<file path="src/rtl/rv_lsu_pkg.sv">
// rv_lsu_pkg: shared funct3 codes, FSM states, fault causes and access-size decode for the load/store unit
package rv_lsu_pkg;

    localparam logic [2:0] F3_B  = 3'b000;
    localparam logic [2:0] F3_H  = 3'b001;
    localparam logic [2:0] F3_W  = 3'b010;
    localparam logic [2:0] F3_D  = 3'b011;
    localparam logic [2:0] F3_BU = 3'b100;
    localparam logic [2:0] F3_HU = 3'b101;
    localparam logic [2:0] F3_WU = 3'b110;

    typedef enum logic [1:0] {IDLE, BUS, RESP} state_e;

    typedef enum logic [1:0] {
        CAUSE_NONE     = 2'd0,
        CAUSE_MISALIGN = 2'd1,
        CAUSE_ILLEGAL  = 2'd2,
        CAUSE_TIMEOUT  = 2'd3
    } cause_e;

    // log2 of the access size in bytes; unsigned loads share the low bits of their signed twin
    function automatic logic [1:0] f3_size(input logic [2:0] f3);
        return f3[1:0];
    endfunction

    // unsigned codes exist only for loads, and double/word-unsigned only on a 64-bit datapath
    function automatic logic f3_legal(input logic [2:0] f3, input logic we, input logic x64);
        case (f3)
            F3_B, F3_H, F3_W: return 1'b1;
            F3_D:             return x64;
            F3_BU, F3_HU:     return !we;
            F3_WU:            return !we && x64;
            default:          return 1'b0;
        endcase
    endfunction

endpackage

</file>
<file path="src/rtl/rv_lsu_if.sv">
// rv_lsu_if: req/ack data bus between the load/store unit (master) and data memory (slave)
interface rv_lsu_if #(parameter int XLEN = 32);

    logic              bus_req;
    logic              bus_we;
    logic [XLEN-1:0]   bus_addr;
    logic [XLEN/8-1:0] bus_be;
    logic [XLEN-1:0]   bus_wdata;
    logic              bus_ack;
    logic [XLEN-1:0]   bus_rdata;

    modport master (
        output bus_req, bus_we, bus_addr, bus_be, bus_wdata,
        input  bus_ack, bus_rdata
    );

    modport slave (
        input  bus_req, bus_we, bus_addr, bus_be, bus_wdata,
        output bus_ack, bus_rdata
    );

endinterface

</file>
<file path="src/rtl/rv_lsu_align.sv">
// rv_lsu_align: byte-lane steering for stores and right-shift plus sign/zero extension for loads
module rv_lsu_align
    import rv_lsu_pkg::*;
#(
    parameter  int XLEN = 32,
    localparam int NB   = XLEN / 8,
    localparam int OW   = $clog2(NB)
) (
    input  logic [2:0]      st_fn3,
    input  logic [OW-1:0]   st_off,
    input  logic [XLEN-1:0] st_data,
    output logic [NB-1:0]   be,
    output logic [XLEN-1:0] st_wdata,
    input  logic [2:0]      ld_fn3,
    input  logic [OW-1:0]   ld_off,
    input  logic [XLEN-1:0] ld_raw,
    output logic [XLEN-1:0] ld_data
);

    logic [XLEN-1:0] sh_w;
    logic [XLEN-1:0] sh_r;

    // store side: enable the lanes covered by the access, shift data into them, zero the rest
    always_comb begin
        be       = '0;
        st_wdata = '0;
        sh_w     = st_data << {st_off, 3'b000};
        for (int i = 0; i < NB; i++) begin
            be[i] = (i >= int'(st_off)) && (i < int'(st_off) + (1 << int'(f3_size(st_fn3))));
            st_wdata[8*i +: 8] = be[i] ? sh_w[8*i +: 8] : 8'h00;
        end
    end

    // load side: bring the addressed lanes down to bit 0, then extend to XLEN
    always_comb begin
        sh_r    = ld_raw >> {ld_off, 3'b000};
        ld_data = sh_r;
        case (ld_fn3)
            F3_B:    ld_data = XLEN'($signed(sh_r[7:0]));
            F3_H:    ld_data = XLEN'($signed(sh_r[15:0]));
            F3_W:    ld_data = XLEN'($signed(sh_r[31:0]));
            F3_BU:   ld_data = XLEN'(sh_r[7:0]);
            F3_HU:   ld_data = XLEN'(sh_r[15:0]);
            F3_WU:   ld_data = XLEN'(sh_r[31:0]);
            default: ld_data = sh_r;
        endcase
    end

endmodule

</file>
<file path="src/rtl/rv_lsu.sv">
// rv_lsu: load/store unit with req/ack bus, core stall and fault reporting; define LSU_TIMEOUT_EN to abort stuck bus cycles
module rv_lsu
    import rv_lsu_pkg::*;
#(
    parameter int XLEN        = 32,
    parameter int TIMEOUT_CYC = 255
) (
    input  logic            clk,
    input  logic            reset,
    input  logic            mem_read,
    input  logic            mem_write,
    input  logic [2:0]      fn3,
    input  logic [XLEN-1:0] addr,
    input  logic [XLEN-1:0] wdata,
    output logic            stall,
    output logic            done,
    output logic [XLEN-1:0] rdata,
    output logic            err,
    output logic [1:0]      err_cause,
    rv_lsu_if.master        bus
);

    localparam int NB = XLEN / 8;
    localparam int OW = $clog2(NB);

    if ((XLEN != 32 && XLEN != 64) || TIMEOUT_CYC < 1) begin : g_param_check
        $error("rv_lsu: XLEN must be 32 or 64 and TIMEOUT_CYC must be positive");
    end

    state_e          state_q, state_d;
    logic [2:0]      fn3_q, fn3_d;
    logic [OW-1:0]   off_q, off_d;
    logic            bus_req_q, bus_req_d;
    logic            bus_we_q, bus_we_d;
    logic [XLEN-1:0] bus_addr_q, bus_addr_d;
    logic [NB-1:0]   bus_be_q, bus_be_d;
    logic [XLEN-1:0] bus_wdata_q, bus_wdata_d;
    logic            done_q, done_d;
    logic            err_q, err_d;
    cause_e          cause_q, cause_d;
    logic [XLEN-1:0] rdata_q, rdata_d;
`ifdef LSU_TIMEOUT_EN
    localparam int TW = $clog2(TIMEOUT_CYC + 1);
    logic [TW-1:0]   tmo_q, tmo_d;
`endif

    logic            req;
    logic            mis;
    logic [3:0]      sz_mask;
    logic [NB-1:0]   be_c;
    logic [XLEN-1:0] wd_c;
    logic [XLEN-1:0] ld_c;

    rv_lsu_align #(.XLEN(XLEN)) u_align (
        .st_fn3   (fn3),
        .st_off   (addr[OW-1:0]),
        .st_data  (wdata),
        .be       (be_c),
        .st_wdata (wd_c),
        .ld_fn3   (fn3_q),
        .ld_off   (off_q),
        .ld_raw   (bus.bus_rdata),
        .ld_data  (ld_c)
    );

    assign req     = mem_read || mem_write;
    assign sz_mask = (4'd1 << f3_size(fn3)) - 4'd1;
    assign mis     = |(addr[OW-1:0] & sz_mask[OW-1:0]);

    // the core must hold while a request is being accepted or the bus is busy; RESP lets it advance once
    assign stall = (state_q == IDLE && req) || state_q == BUS;

    // next-state: accept and classify in IDLE, wait for ack in BUS, pulse done in RESP
    always_comb begin
        state_d     = state_q;
        fn3_d       = fn3_q;
        off_d       = off_q;
        bus_req_d   = bus_req_q;
        bus_we_d    = bus_we_q;
        bus_addr_d  = bus_addr_q;
        bus_be_d    = bus_be_q;
        bus_wdata_d = bus_wdata_q;
        done_d      = 1'b0;
        err_d       = 1'b0;
        cause_d     = CAUSE_NONE;
        rdata_d     = '0;
`ifdef LSU_TIMEOUT_EN
        tmo_d       = tmo_q;
`endif
        case (state_q)
            IDLE: begin
                if (req) begin
                    fn3_d = fn3;
                    off_d = addr[OW-1:0];
                    if (!f3_legal(fn3, mem_write, XLEN == 64) || (mem_read && mem_write)) begin
                        state_d = RESP;
                        done_d  = 1'b1;
                        err_d   = 1'b1;
                        cause_d = CAUSE_ILLEGAL;
                    end else if (mis) begin
                        state_d = RESP;
                        done_d  = 1'b1;
                        err_d   = 1'b1;
                        cause_d = CAUSE_MISALIGN;
                    end else begin
                        state_d     = BUS;
                        bus_req_d   = 1'b1;
                        bus_we_d    = mem_write;
                        bus_addr_d  = {addr[XLEN-1:OW], {OW{1'b0}}};
                        bus_be_d    = be_c;
                        bus_wdata_d = wd_c;
`ifdef LSU_TIMEOUT_EN
                        tmo_d       = '0;
`endif
                    end
                end
            end
            BUS: begin
                if (bus.bus_ack) begin
                    state_d   = RESP;
                    bus_req_d = 1'b0;
                    done_d    = 1'b1;
                    rdata_d   = bus_we_q ? '0 : ld_c;
                end
`ifdef LSU_TIMEOUT_EN
                else begin
                    tmo_d = tmo_q + TW'(1);
                    if (tmo_d == TW'(TIMEOUT_CYC)) begin
                        state_d   = RESP;
                        bus_req_d = 1'b0;
                        done_d    = 1'b1;
                        err_d     = 1'b1;
                        cause_d   = CAUSE_TIMEOUT;
                    end
                end
`endif
            end
            default: state_d = IDLE;
        endcase
    end

    // state and output registers; reset drops any bus cycle in flight
    always_ff @(posedge clk) begin
        if (reset) begin
            state_q     <= IDLE;
            fn3_q       <= '0;
            off_q       <= '0;
            bus_req_q   <= 1'b0;
            bus_we_q    <= 1'b0;
            bus_addr_q  <= '0;
            bus_be_q    <= '0;
            bus_wdata_q <= '0;
            done_q      <= 1'b0;
            err_q       <= 1'b0;
            cause_q     <= CAUSE_NONE;
            rdata_q     <= '0;
`ifdef LSU_TIMEOUT_EN
            tmo_q       <= '0;
`endif
        end else begin
            state_q     <= state_d;
            fn3_q       <= fn3_d;
            off_q       <= off_d;
            bus_req_q   <= bus_req_d;
            bus_we_q    <= bus_we_d;
            bus_addr_q  <= bus_addr_d;
            bus_be_q    <= bus_be_d;
            bus_wdata_q <= bus_wdata_d;
            done_q      <= done_d;
            err_q       <= err_d;
            cause_q     <= cause_d;
            rdata_q     <= rdata_d;
`ifdef LSU_TIMEOUT_EN
            tmo_q       <= tmo_d;
`endif
        end
    end

    assign done          = done_q;
    assign err           = err_q;
    assign err_cause     = cause_q;
    assign rdata         = rdata_q;
    assign bus.bus_req   = bus_req_q;
    assign bus.bus_we    = bus_we_q;
    assign bus.bus_addr  = bus_addr_q;
    assign bus.bus_be    = bus_be_q;
    assign bus.bus_wdata = bus_wdata_q;

endmodule

</file>
<file path="src/flat_wrapper.sv">
// flat-port wrapper written by rule: the top's interface ports become plain ports
module rv_lsu_flat import rv_lsu_pkg::*;
#(
    parameter int XLEN        = 32,
    parameter int TIMEOUT_CYC = 255
)
  (clk, reset, mem_read, mem_write, fn3, addr, wdata, stall, done, rdata, err, err_cause, bus_bus_req, bus_bus_we, bus_bus_addr, bus_bus_be, bus_bus_wdata, bus_bus_ack, bus_bus_rdata);
  rv_lsu_if #(.XLEN(XLEN)) bus_i ();
  input  logic clk;
  input  logic reset;
  input  logic mem_read;
  input  logic mem_write;
  input  logic [2:0] fn3;
  input  logic [XLEN-1:0] addr;
  input  logic [XLEN-1:0] wdata;
  output logic stall;
  output logic done;
  output logic [XLEN-1:0] rdata;
  output logic err;
  output logic [1:0] err_cause;
  output wire logic [$bits(bus_i.bus_req)-1:0] bus_bus_req;
  output wire logic [$bits(bus_i.bus_we)-1:0] bus_bus_we;
  output wire logic [$bits(bus_i.bus_addr)-1:0] bus_bus_addr;
  output wire logic [$bits(bus_i.bus_be)-1:0] bus_bus_be;
  output wire logic [$bits(bus_i.bus_wdata)-1:0] bus_bus_wdata;
  input wire logic [$bits(bus_i.bus_ack)-1:0] bus_bus_ack;
  input wire logic [$bits(bus_i.bus_rdata)-1:0] bus_bus_rdata;
  assign bus_bus_req = bus_i.bus_req;
  assign bus_bus_we = bus_i.bus_we;
  assign bus_bus_addr = bus_i.bus_addr;
  assign bus_bus_be = bus_i.bus_be;
  assign bus_bus_wdata = bus_i.bus_wdata;
  assign bus_i.bus_ack = bus_bus_ack;
  assign bus_i.bus_rdata = bus_bus_rdata;
  rv_lsu #(.XLEN(XLEN), .TIMEOUT_CYC(TIMEOUT_CYC)) u_core (.clk(clk), .reset(reset), .mem_read(mem_read), .mem_write(mem_write), .fn3(fn3), .addr(addr), .wdata(wdata), .stall(stall), .done(done), .rdata(rdata), .err(err), .err_cause(err_cause), .bus(bus_i));
endmodule
</file>
<file path="config.mk">
export PLATFORM = sky130hd
export DESIGN_NAME = rv_lsu_flat
export DESIGN_NICKNAME = d
export VERILOG_FILES = /design/src/rtl/rv_lsu_pkg.sv /design/src/rtl/rv_lsu_if.sv /design/src/rtl/rv_lsu_align.sv /design/src/rtl/rv_lsu.sv /design/src/flat_wrapper.sv
export SDC_FILE = /design/constraint.sdc
export NUM_CORES = 1
export LEC_CHECK = 0
export ABC_AREA = 1
export CAP_MARGIN = 20
export CORE_MARGIN = 5
export CORE_UTILIZATION = 43
export DETAILED_ROUTE_END_ITERATION = 16
export PLACE_DENSITY = 0.79
export SLEW_MARGIN = 30
export SYNTH_ARGS = -nofsm -noshare
export SYNTH_HDL_FRONTEND = slang
export SYNTH_SLANG_ARGS = --single-unit
</file>
<file path="constraint.sdc">
create_clock -name clk -period 2.2 [get_ports clk]
set_input_delay 0.33 -clock clk [delete_from_list [all_inputs] [get_ports clk]]
set_output_delay 0.33 -clock clk [all_outputs]
set_load 0.01 [all_outputs]
</file>
## Word-level counts from Yosys, hierarchy flattened

Cells that the tools add are included.

| storage, ports and cells | value |
|---|---|
| flip-flop bits (word level) | 111 |
| bits in latches | 0 |
| RAM bits | 0 |
| bits in read-only memories | 0 |
| input bits | 104 |
| output and inout bits | 107 |
| logic and storage cells | 95 |
| memories kept | 0 |

| cells by class | value |
|---|---|
| add/subtract/negate cells | 2 |
| multipliers | 0 |
| divide/modulo/power cells | 0 |
| $lt $le $gt $ge | 7 |
| equality and inequality tests | 12 |
| shifts and indexed selects | 4 |
| mux-type cells | 25 |
| bitwise gates (word level) | 7 |
| reduce and logical (&&, ||, !) cells | 25 |

Operator list:

| operator | count |
|---|---|
| 32-bit case mux with 4 select lines | 1 |
| 3-bit by 32-bit less-than comparator with 1-bit output (first input constant) | 2 |
| 3-bit by 32-bit adder with 32-bit output | 1 |
| 1-bit by 32-bit less-than comparator with 1-bit output (first input constant) | 1 |
| 2-bit by 32-bit less-than comparator with 1-bit output (first input constant) | 1 |
| 8-bit 2-to-1 mux | 4 |
| 1-bit by 2-bit << shifter with 32-bit output (first input constant) | 1 |
| 32-bit by 5-bit << shifter with 32-bit output | 1 |
| 32-bit by 5-bit >> shifter with 32-bit output | 1 |
| 3-bit equality test (second input constant) | 4 |
| 1-bit 2-to-1 mux | 11 |
| 2-bit 2-to-1 mux | 5 |
| 4-bit OR reduction | 2 |
| 3-bit by 1-bit equality test with 1-bit output (second input constant) | 2 |
| 3-bit zero test | 2 |
| 2-bit inequality test (second input constant) | 3 |
| 1-bit inverter | 6 |
| 1-bit case mux with 2 select lines | 3 |
| 2-bit OR reduction | 3 |
| 3-bit OR reduction | 2 |
| 1-bit logical AND | 5 |
| 5-bit AND reduction | 1 |
| 1-bit by 2-bit greater-or-equal comparator with 1-bit output (first input constant) | 2 |
| 2-bit case mux with 2 select lines | 1 |
| 13 further kinds | 17 |

## Longest topological paths before layout

Gate-level depths: netlist of run 1.

| depth | value |
|---|---|
| depth in word-level cells | 10 |
| gate-level depth with buffers | 10 |

## Modules after synthesis

Synthesis of run 1 repeated with hierarchy kept, for this count alone.

| second synthesis, totals | value |
|---|---|
| cells, all modules | 926 |
| area total of the unflattened synthesis | 5868.1 sq um |

Modules (own cells, without submodules):

| module | instances | cells an instance | area an instance (sq um) | sequential area each (sq um) |
|---|---|---|---|---|
| rv_lsu | 1 | 605 | 4269.1 | 2222.1 |
| rv_lsu_align | 1 | 321 | 1599.0 | 0.0 |

## Least setup slack after synthesis of run 1

OpenSTA, ideal clock, no wires.

| path | value |
|---|---|
| path kind | input -> register |
| from | input port fn3[0] |
| to | register u_core.bus_wdata_q[24], in the netlist u_core.bus.bus_wdata[24] |
| arrival | 1.574 ns |
| setup slack | 0.555 ns |
| stages | 10 |
| buffers on the path | 0 |
| cells stage by stage | nor2_1 -> ha_1 -> fa_1 -> inv_1 -> nor2_1 -> nand3_1 -> nand2_1 -> nor2_2 -> nand2_1 -> a21oi_1 |

| between the ends | value |
|---|---|
| cells in the longest elaborated chain, start to end | 9 |
| elaborated cells on any way between the ends | 23 |
| those cells by class | add/sub: 2; order compare: 1; eq/ne: 4; shift: 2; mux: 4; bitwise: 3; reduce/logical: 7 |

RTL lines:

| element | RTL line | source |
|---|---|---|
| start, declared | flat_wrapper.sv:13 | `input logic [2:0] fn3;` |
| branches (longest 9 deep; another with 3-bit by 32-bit adder with 32-bit output) | n/a |  |
| end signal, assigned | rv_lsu.sv:168 | `bus_wdata_q <= bus_wdata_d;` |
| end, declared | rv_lsu.sv:37 | `logic [XLEN-1:0] bus_wdata_q, bus_wdata_d;` |

Parallel ways; which one is timed is not known. The select of a mux whose other input is x is not followed.
A chain may end at the register's enable or synchronous reset.

## Final worst setup path of run 1

| path | value |
|---|---|
| from | input port fn3[1] |
| to | register u_core.bus_wdata_q[18], in the netlist u_core.bus.bus_wdata[18] |

| between the ends | value |
|---|---|
| cells in the longest elaborated chain, start to end | 9 |
| elaborated cells on any way between the ends | 24 |
| those cells by class | add/sub: 2; order compare: 1; eq/ne: 4; shift: 2; mux: 4; bitwise: 3; reduce/logical: 8 |

RTL lines:

| element |
|---|
| branches (longest 9 deep; another with 3-bit by 32-bit adder with 32-bit output) |

Parallel ways; which one is timed is not known. The select of a mux whose other input is x is not followed.

==> reports/results.txt, run 1 <==
Max Slew Vio Count: 0
Reg-to-reg endpoint: u_core.rdata[17]
Leak pwr: 3.222 nW
# diodes: 0
Fmax: 495.9 MHz
Reg clk slew, reported paths: 0.07 ns
Net switching power figure: 1.363 mW
Drt pass-1 iters: 5
Fraction of layout cells with a size suffix above 1: 7.886%
# nets final: 1,017
Area occupied by multi-input gates: 2323 sq um
Worst EP arrival: 2.29 ns
Power share of the clock group: 34.6%
Kind of critical path: primary input to flop
Clock sink total: 111
Max Cap Viol: 0
Fin Hold WS: 0.4654 ns
Fin crit period: 2.016 ns
Initial antenna violation count: 1
Clock latency on the worst-skew pair: 0.35 ns
Hold Fails Final Rpt: 0
Routed vias/inst: 5.170
Largest net degree at the start of global routing: 43
Post-route clock period utilization: 91.66%
Post-route ant nets: 0
Design Area, Final: 7649 sq um
Maximum vdd drop: 0.0003643 V
Mean area per synthesized cell: 7.053 sq um
Critical path endpoint: u_core.bus.bus_wdata[18]
Slowest stage delay, CP: 0.51 ns
Hold path cells: 2
CTS root buffer: clkbuf_16
Gr usage total: 22.95%
Final setup margin: 0.1835 ns
Core area: 11,370 sq um
P&R area growth vs syn: 54.25%
# IOs: 211
Pwr/cell area: 638.1 nW/um^2
Combinational power share: 21.7%
Outcome: completed
Flops & latches, synth: 111
Path depth of the worst reg2reg path: 7
Worst setup EP type: flop
Starting Density: 43.61%
Placement Setup Slack: -0.1820 ns
DR DRC count: 0
Final WL: 16,510 um
Register area share after synthesis: 44.81%
Die Area: 13,780 sq um
Initial DRC count: 495
HP Class: flop to flop
Vias in the first global route: 5,248
GPL Wtd Cong: 0.9501
Mapped Cells: 703
Mapped cell area: 4959 sq um
RSZ-0062 raised after global routing: no
Fill cell total of the finished layout: 985
Slew headroom: 56.71%
Main area contributors after synthesis: dfxtp_1 45%, nand2_1 13%, nor2_1 7.3%
Skew final: 0.008864 ns
Total global routing overflow: 0
Register Area: 2222 sq um
Worst EP required: 2.48 ns
Unique cell type count in the Yosys netlist: 31
Vias: 5,460
CTS Buf Count: 9
Die W: 117.4 um
CP startpoint: fn3[1]
CTS tree: done
Internal: 3.518 mW
Htree depth: 3
Switching part of the total power: 27.92%
Register share of total power: 43.7%
YS warnings: 0
Row cnt: 39
Post-synth top area share: 44.81%
Crit Reg-Reg Startpoint: u_core.off_q[1]
Largest area contributor in the netlist: dfxtp_1
Slowest library cell on the worst path: clkdlybuf4s50_1
Detail Placement HPWL: 12,180 um
Max FO, Critical Path: 9
Final-report setup violation count: 0
Die height: 117.4 um
First-pass GRT wire length: 26,360 um
Post-DP Area: 7340 sq um
CTS Buffer Depth: 2
Startpoint type of the worst setup path: primary input
Port bufs: 208
R2R Setup Slk: 0.36 ns
Worst Tran Pin Value: 0.6486 ns
DR WL/cell: 15.63 um
Worst-path cell chain: clkdlybuf4s50_1, nor2_1, ha_1, fa_1, inv_1, nor2_1, nand3_1, nand2_1, nand2_1, buf_12, nand4_1, a21oi_1
==> worst min-delay path by stage <==
stage                                         from                       end  slack, ns
after global placement     u_core.bus.bus_wdata[7]   u_core.bus.bus_wdata[7]       0.45
after detailed placement   u_core.bus.bus_wdata[7]   u_core.bus.bus_wdata[7]       0.46
final                      u_core.bus.bus_wdata[7]   u_core.bus.bus_wdata[7]       0.47
after global routing      u_core.bus.bus_wdata[18]  u_core.bus.bus_wdata[18]       0.48
after floorplan                           addr[29]   u_core.bus.bus_addr[29]       0.46
after CTS                  u_core.bus.bus_wdata[7]   u_core.bus.bus_wdata[7]       0.47
==> per-stage QoR <==
stage | TNS, ns | utilization [%] | cells | total power, mW
floorplan | 0 | - | 704 | 2.695
global placement | -2.055 | 64.55 | 1041 | 3.213
detailed placement | -3.895 | 64.55 | 1041 | 3.225
CTS | 0 | 67.23 | 1056 | 4.897
global route | 0 | 67.27 | 1056 | 5.077
finish | 0 | 67.27 | 1056 | 4.881
==> kinds of logic (layout without fill, tap and decap cells) <==
family / after synthesis / count (layout) / share of synthesized area (%)
buf+inv: 97 / 306 / 8.504
other cells: 1 / 2 / 0.07563
mux: 3 / 3 / 0.6056
fa+ha+maj: 4 / 4 / 1.161
compound gates: 142 / 142 / 15.29
simple gates: 345 / 345 / 29.55
flops: 111 / 111 / 44.81
==> critical path, delay by kind of cell <==
| kind | cells | cell delay [ns] |
|---|---|---|
| buffers and inverters | 3 | 0.72 |
| adder cells (fa/ha/maj) | 2 | 0.58 |
| AND/OR/NAND/NOR | 6 | 0.51 |
| AO/OA/AOI/OAI | 1 | 0.14 |
==> area by class of cell <==
class                           count  share of cell area (%)
Tap cell                          143                   2.339
Inverter                           46                   2.257
Multi-Input combinational cell    496                   30.38
Timing Repair Buffer              245                   32.00
Clock buffer                       10                   3.124
Clock inverter                      5                  0.8506
Sequential cell                   111                   29.05
==> Yosys cell counts <==
library cell	n
a211oi_1	1
a21boi_0	3
a21oi_1	51
a21oi_2	2
a31oi_1	12
buf_1	1
buf_2	13
buf_4	5
buf_6	3
clkbuf_1	29
conb_1	1
dfxtp_1	111
fa_1	1
ha_1	3
inv_1	41
inv_2	5
mux2i_1	3
nand2_1	167
nand3_1	44
nand3_2	4
nand3b_2	1
nand4_1	24
nor2_1	97
nor2_2	2
nor2_4	1
nor3_1	2
o211ai_1	4
o21a_1	2
o21ai_0	65
o21ai_1	2
or2_2	3
==> flip-flops by register name, summed over array words and instances (netlist names) <==
signal                cells
u_core.bus.bus_we         1
u_core.off_q              2
u_core.bus.bus_wdata     32
u_core.done               1
u_core.err                1
u_core.fn3_q              3
u_core.err_cause          2
u_core.bus.bus_addr      30
u_core.bus.bus_req        1
u_core.rdata             32
u_core.state_q            2
u_core.bus.bus_be         4
==> power by group through the flow <==
stage               Combinational, mW  Sequential [mW]  Clock (mW)
floorplan                       0.494             2.20           0
global placement                 1.04             2.18           0
detailed placement               1.05             2.18           0
CTS                              1.06             2.13        1.71
global route                     1.16             2.14        1.77
finish                           1.06             2.13        1.69
==> routing by layer <==
metal  routed length (um)  vias up  share of wire, %  GRT usage [%]
met5                    7        -             0.042              0
met4                  404        2               2.4          7.977
met3                 1504       30               9.1          6.689
met2                 7824      224                47          38.58
met1                 6764     2503                41          27.91
li1                     -     2701                 -              -
==> what timing repair did <==
action / in CTS / in global routing
buffers inserted: 0 / 0
hold endpoints to repair: 0 / 0
gates resized for setup: 0 / 1
endpoints found under the setup margin: 0 / 2
hold buffers: 0 / 0
==> cells in the final DEF, fill, tap and decap left out <==
cell | Yosys | layout
a211oi_1 | 1 | 1
a21boi_0 | 3 | 3
a21oi_1 | 51 | 51
a21oi_2 | 2 | 2
a31oi_1 | 12 | 12
buf_12 | 0 | 7
buf_4 | 5 | 30
bufinv_16 | 0 | 1
clkbuf_16 | 0 | 9
clkbuf_8 | 0 | 1
clkdlybuf4s50_1 | 0 | 208
clkinv_4 | 0 | 1
conb_1 | 1 | 2
dfxtp_1 | 111 | 111
fa_1 | 1 | 1
ha_1 | 3 | 3
inv_1 | 41 | 41
inv_2 | 5 | 5
inv_6 | 0 | 3
mux2i_1 | 3 | 3
nand2_1 | 167 | 166
nand2_2 | 0 | 1
nand3_1 | 44 | 44
nand3_2 | 4 | 4
nand3b_2 | 1 | 1
nand4_1 | 24 | 24
nor2_1 | 97 | 96
nor2_2 | 2 | 3
nor2_4 | 1 | 1
nor3_1 | 2 | 2
o211ai_1 | 4 | 4
o21a_1 | 2 | 2
o21ai_0 | 65 | 65
o21ai_1 | 2 | 2
or2_2 | 3 | 3
Note: power is estimated with default switching activity, not from simulation.
==> inputs of run 2 (changes only) <==
--- a/config.mk
+++ b/config.mk
@@ -6,11 +6,11 @@
 export NUM_CORES = 1
 export LEC_CHECK = 0
 export ABC_AREA = 1
-export CAP_MARGIN = 20
 export CORE_MARGIN = 5
-export CORE_UTILIZATION = 43
+export CORE_UTILIZATION = 39
+export CTS_CLUSTER_DIAMETER = 120
 export DETAILED_ROUTE_END_ITERATION = 16
-export PLACE_DENSITY = 0.79
+export PLACE_DENSITY = 0.75
 export SLEW_MARGIN = 30
 export SYNTH_ARGS = -nofsm -noshare
 export SYNTH_HDL_FRONTEND = slang
==> constraint.sdc (replaced) <==
create_clock -name clk -period 1.75 [get_ports clk]
set_input_delay 0.2625 -clock clk [delete_from_list [all_inputs] [get_ports clk]]
set_output_delay 0.2625 -clock clk [all_outputs]
set_load 0.01 [all_outputs]
==> run 2 against run 1 <==
Net effect: die area grew 9.4%; critical path depth decreased by 1; clock power grew 14%; first-iteration DRC count decreased by 21%; register-to-register slack got worse by 0.12 ns; non-clock buffer count increased by 27; wire length rose by 1.7%; sequential power up 26%; final cell count increased by 5.4%; critical endpoint is now u_core.bus.bus_be[2]; largest power group unchanged.
==> reports/results.txt, run 2 (synthesized netlist as in run 1, its figures left out) <==
Outcome: completed
Util after Layout: 63.16% (-4.1 points)
Initial DRC count: 392 (-21%)
Reg clk slew, reported paths: 0.07 ns (about the same)
Die W: 122.8 um (+4.6%)
RSZ-0062 raised after global routing: yes
Htree depth: 3 (unchanged)
Most common cell after layout, fill and taps aside: clkdlybuf4s50_1
Drt pass-1 iters: 5 (unchanged)
Skew final: 0.009684 ns (+0.0008196 ns)
DR WL/cell: 15.08 um (-3.5%)
Routed vias/inst: 4.918 (-4.9%)
Largest net degree at the start of global routing: 43 (unchanged)
Switching part of the total power: 28.56% (+0.64 points)
HP Class: primary input to flop
Slew headroom: 59.04% (+2.3 points)
Fin crit period: 1.662 ns
Net switching power figure: 1.726 mW (+27%)
Fmax: 601.7 MHz
CTS Buf Count: 9 (unchanged)
Max Slew Vio Count: 0 (unchanged)
Gr usage total: 22.13% (-0.83 points)
Worst setup EP type: flop
Kind of critical path: primary input to flop
Die Area: 15,070 sq um (+9.4%)
# nets final: 1,044 (+2.7%)
Leak pwr: 3.365 nW (+4.4%)
Slowest stage delay, CP: 0.36 ns (-0.15 ns)
DR DRC count: 0 (unchanged)
Internal: 4.317 mW (+23%)
Slowest library cell on the worst path: fa_2
Worst EP required: 1.96 ns (-0.52 ns)
Final WL: 16,790 um (+1.7%)
Worst EP arrival: 1.88 ns (-0.41 ns)
Register share of total power: 44.4% (+0.7 points)
Port bufs: 208 (unchanged)
Startpoint type of the worst setup path: primary input
CTS root buffer: clkbuf_16
Vias in the first global route: 5,285 (+0.71%)
Detail Placement HPWL: 12,590 um (+3.4%)
Pwr/cell area: 764.2 nW/um^2 (+20%)
Initial antenna violation count: 0 (-1)
P&R area growth vs syn: 59.45%
CTS Buffer Depth: 2 (unchanged)
Worst-path cell chain: dlygate4sd2_1, ha_2, fa_2, inv_2, buf_4, nand2_1, nand2_2, nand2_4, bufbuf_16, nand3_1, a21oi_1
Post-route ant nets: 0 (unchanged)
CTS tree: done
Worst Tran Pin Value: 0.6138 ns (-0.03483 ns)
Combinational power share: 23.7% (+2.0 points)
Fill cell total of the finished layout: 1,143 (+16%)
Most frequent cells in the layout: 203 x clkdlybuf4s50_1, 164 x nand2_1, 111 x dfxtp_1, 94 x nor2_1, 65 x o21ai_0
Clock latency on the worst-skew pair: 0.35 ns (about the same)
Hold buffer count at cts: 0 (unchanged)
Die height: 122.8 um (+4.6%)
Starting Density: 39.61% (-4.0 points)
# diodes: 0 (unchanged)
Maximum vdd drop: 0.0005567 V (+53%)
Final-report setup violation count: 0 (unchanged)
Total global routing overflow: 0 (unchanged)
Fin Hold WS: 0.3949 ns (-0.07054 ns)
Clock sink total: 111 (unchanged)
Vias: 5,474 (+0.26%)
Setup TNS: 0 ns (unchanged)
Fraction of layout cells with a size suffix above 1: 11.69% (+3.8 points)
# IOs: 211 (unchanged)
First-pass GRT wire length: 26,300 um (-0.24%)
Max Cap Viol: 0 (unchanged)
Pwr Total: 6.042 mW (+24%)
GPL Wtd Cong: 0.9171 (-3.5%)
Hold Fails Final Rpt: 0 (unchanged)
Power share of the clock group: 32.0% (-2.6 points)
Max FO, Critical Path: 4 (-5)
Core area: 12,520 sq um (+10%)
Post-route clock period utilization: 94.96%
Row cnt: 41 (+5.1%)
## run 2: cell types whose count changed in the layout (fill, tap and decap cells not counted), sizes merged
cell and change:
buf +26, bufbuf +1, bufinv -1, clkbuf +2, clkdlybuf4s50 -5, clkinv +3
clkinvlp +1, dlygate4sd2 +3, inv -2
## run 2: routing by layer
metal	up-vias	routed length [um]	track usage [%]
li1	2760	-	-
met1	2456	6702	26.46
met2	230	8042	36.80
met3	28	1662	7.281
met4	0	378	8.467
met5	-	0	0
## run 2: cell type report
cell class	count	area (sq um)	share of cell area, %
Sequential cell	111	2222	28.11
Timing Repair Buffer	272	2661	33.66
Clock inverter	6	46.29	0.5855
Clock buffer	10	229.0	2.896
Inverter	46	172.7	2.184
Multi-Input combinational cell	496	2360	29.85
Tap cell	172	215.2	2.722
## run 2: critical path: cells and delay by family
family / cells / cell delay (ns)
adder cells (fa/ha/maj): 2 / 0.56
AND/OR/NAND/NOR: 4 / 0.31
AO/OA/AOI/OAI: 1 / 0.07
buffers and inverters: 4 / 0.67
## run 2: power groups by stage
stage | combinational [mW] | sequential [mW] | clock [mW]
3_5_place_dp | 1.38 | 2.74 | 0
4_1_cts | 1.42 | 2.68 | 1.97
6_report | 1.43 | 2.68 | 1.93
2_1_floorplan | 0.621 | 2.77 | 0
3_3_place_gp | 1.37 | 2.74 | 0
5_1_grt | 1.56 | 2.69 | 2.09
## run 2: final timing paths
check / from / end / slack [ns] / cells past startpoint
worst min-delay path: fn3[0] / u_core.fn3_q[0] / 0.39 / 5
worst max-delay path: addr[0] / u_core.bus.bus_be[2] / 0.09 / 11
worst max register to register: u_core.off_q[0] / u_core.rdata[21] / 0.24 / 7
worst min register to register: u_core.bus.bus_wdata[21] / u_core.bus.bus_wdata[21] / 0.47 / 2
## run 2: repair_timing
action	in CTS	in global routing
setup buffers	3	1
resized for setup	12	11
endpoints found under the setup margin	50	21
pin swaps	4	6
gates cloned	1	0
endpoints found under the hold margin	0	0
## run 2: through the flow
stage / setup WS [ns] / cell area [sq um] / std cells
2_1_floorplan: 0.1729 / 4962 / 704
3_3_place_gp: -0.4720 / 7541 / 1092
3_5_place_dp: -0.5547 / 7541 / 1092
4_1_cts: 0.04036 / 7885 / 1112
5_1_grt: -0.008502 / 7906 / 1113
6_report: 0.08814 / 7906 / 1113
==> inputs of run 3 (changes only) <==
--- a/config.mk
+++ b/config.mk
@@ -8,7 +8,7 @@
 export ABC_AREA = 1
 export CORE_MARGIN = 5
 export CORE_UTILIZATION = 39
-export CTS_CLUSTER_DIAMETER = 120
+export CTS_CLUSTER_DIAMETER = 80
 export DETAILED_ROUTE_END_ITERATION = 16
 export PLACE_DENSITY = 0.75
 export SLEW_MARGIN = 30
==> results of run 3 <==
Final layout, timing and power as in run 2 (identical DEF).
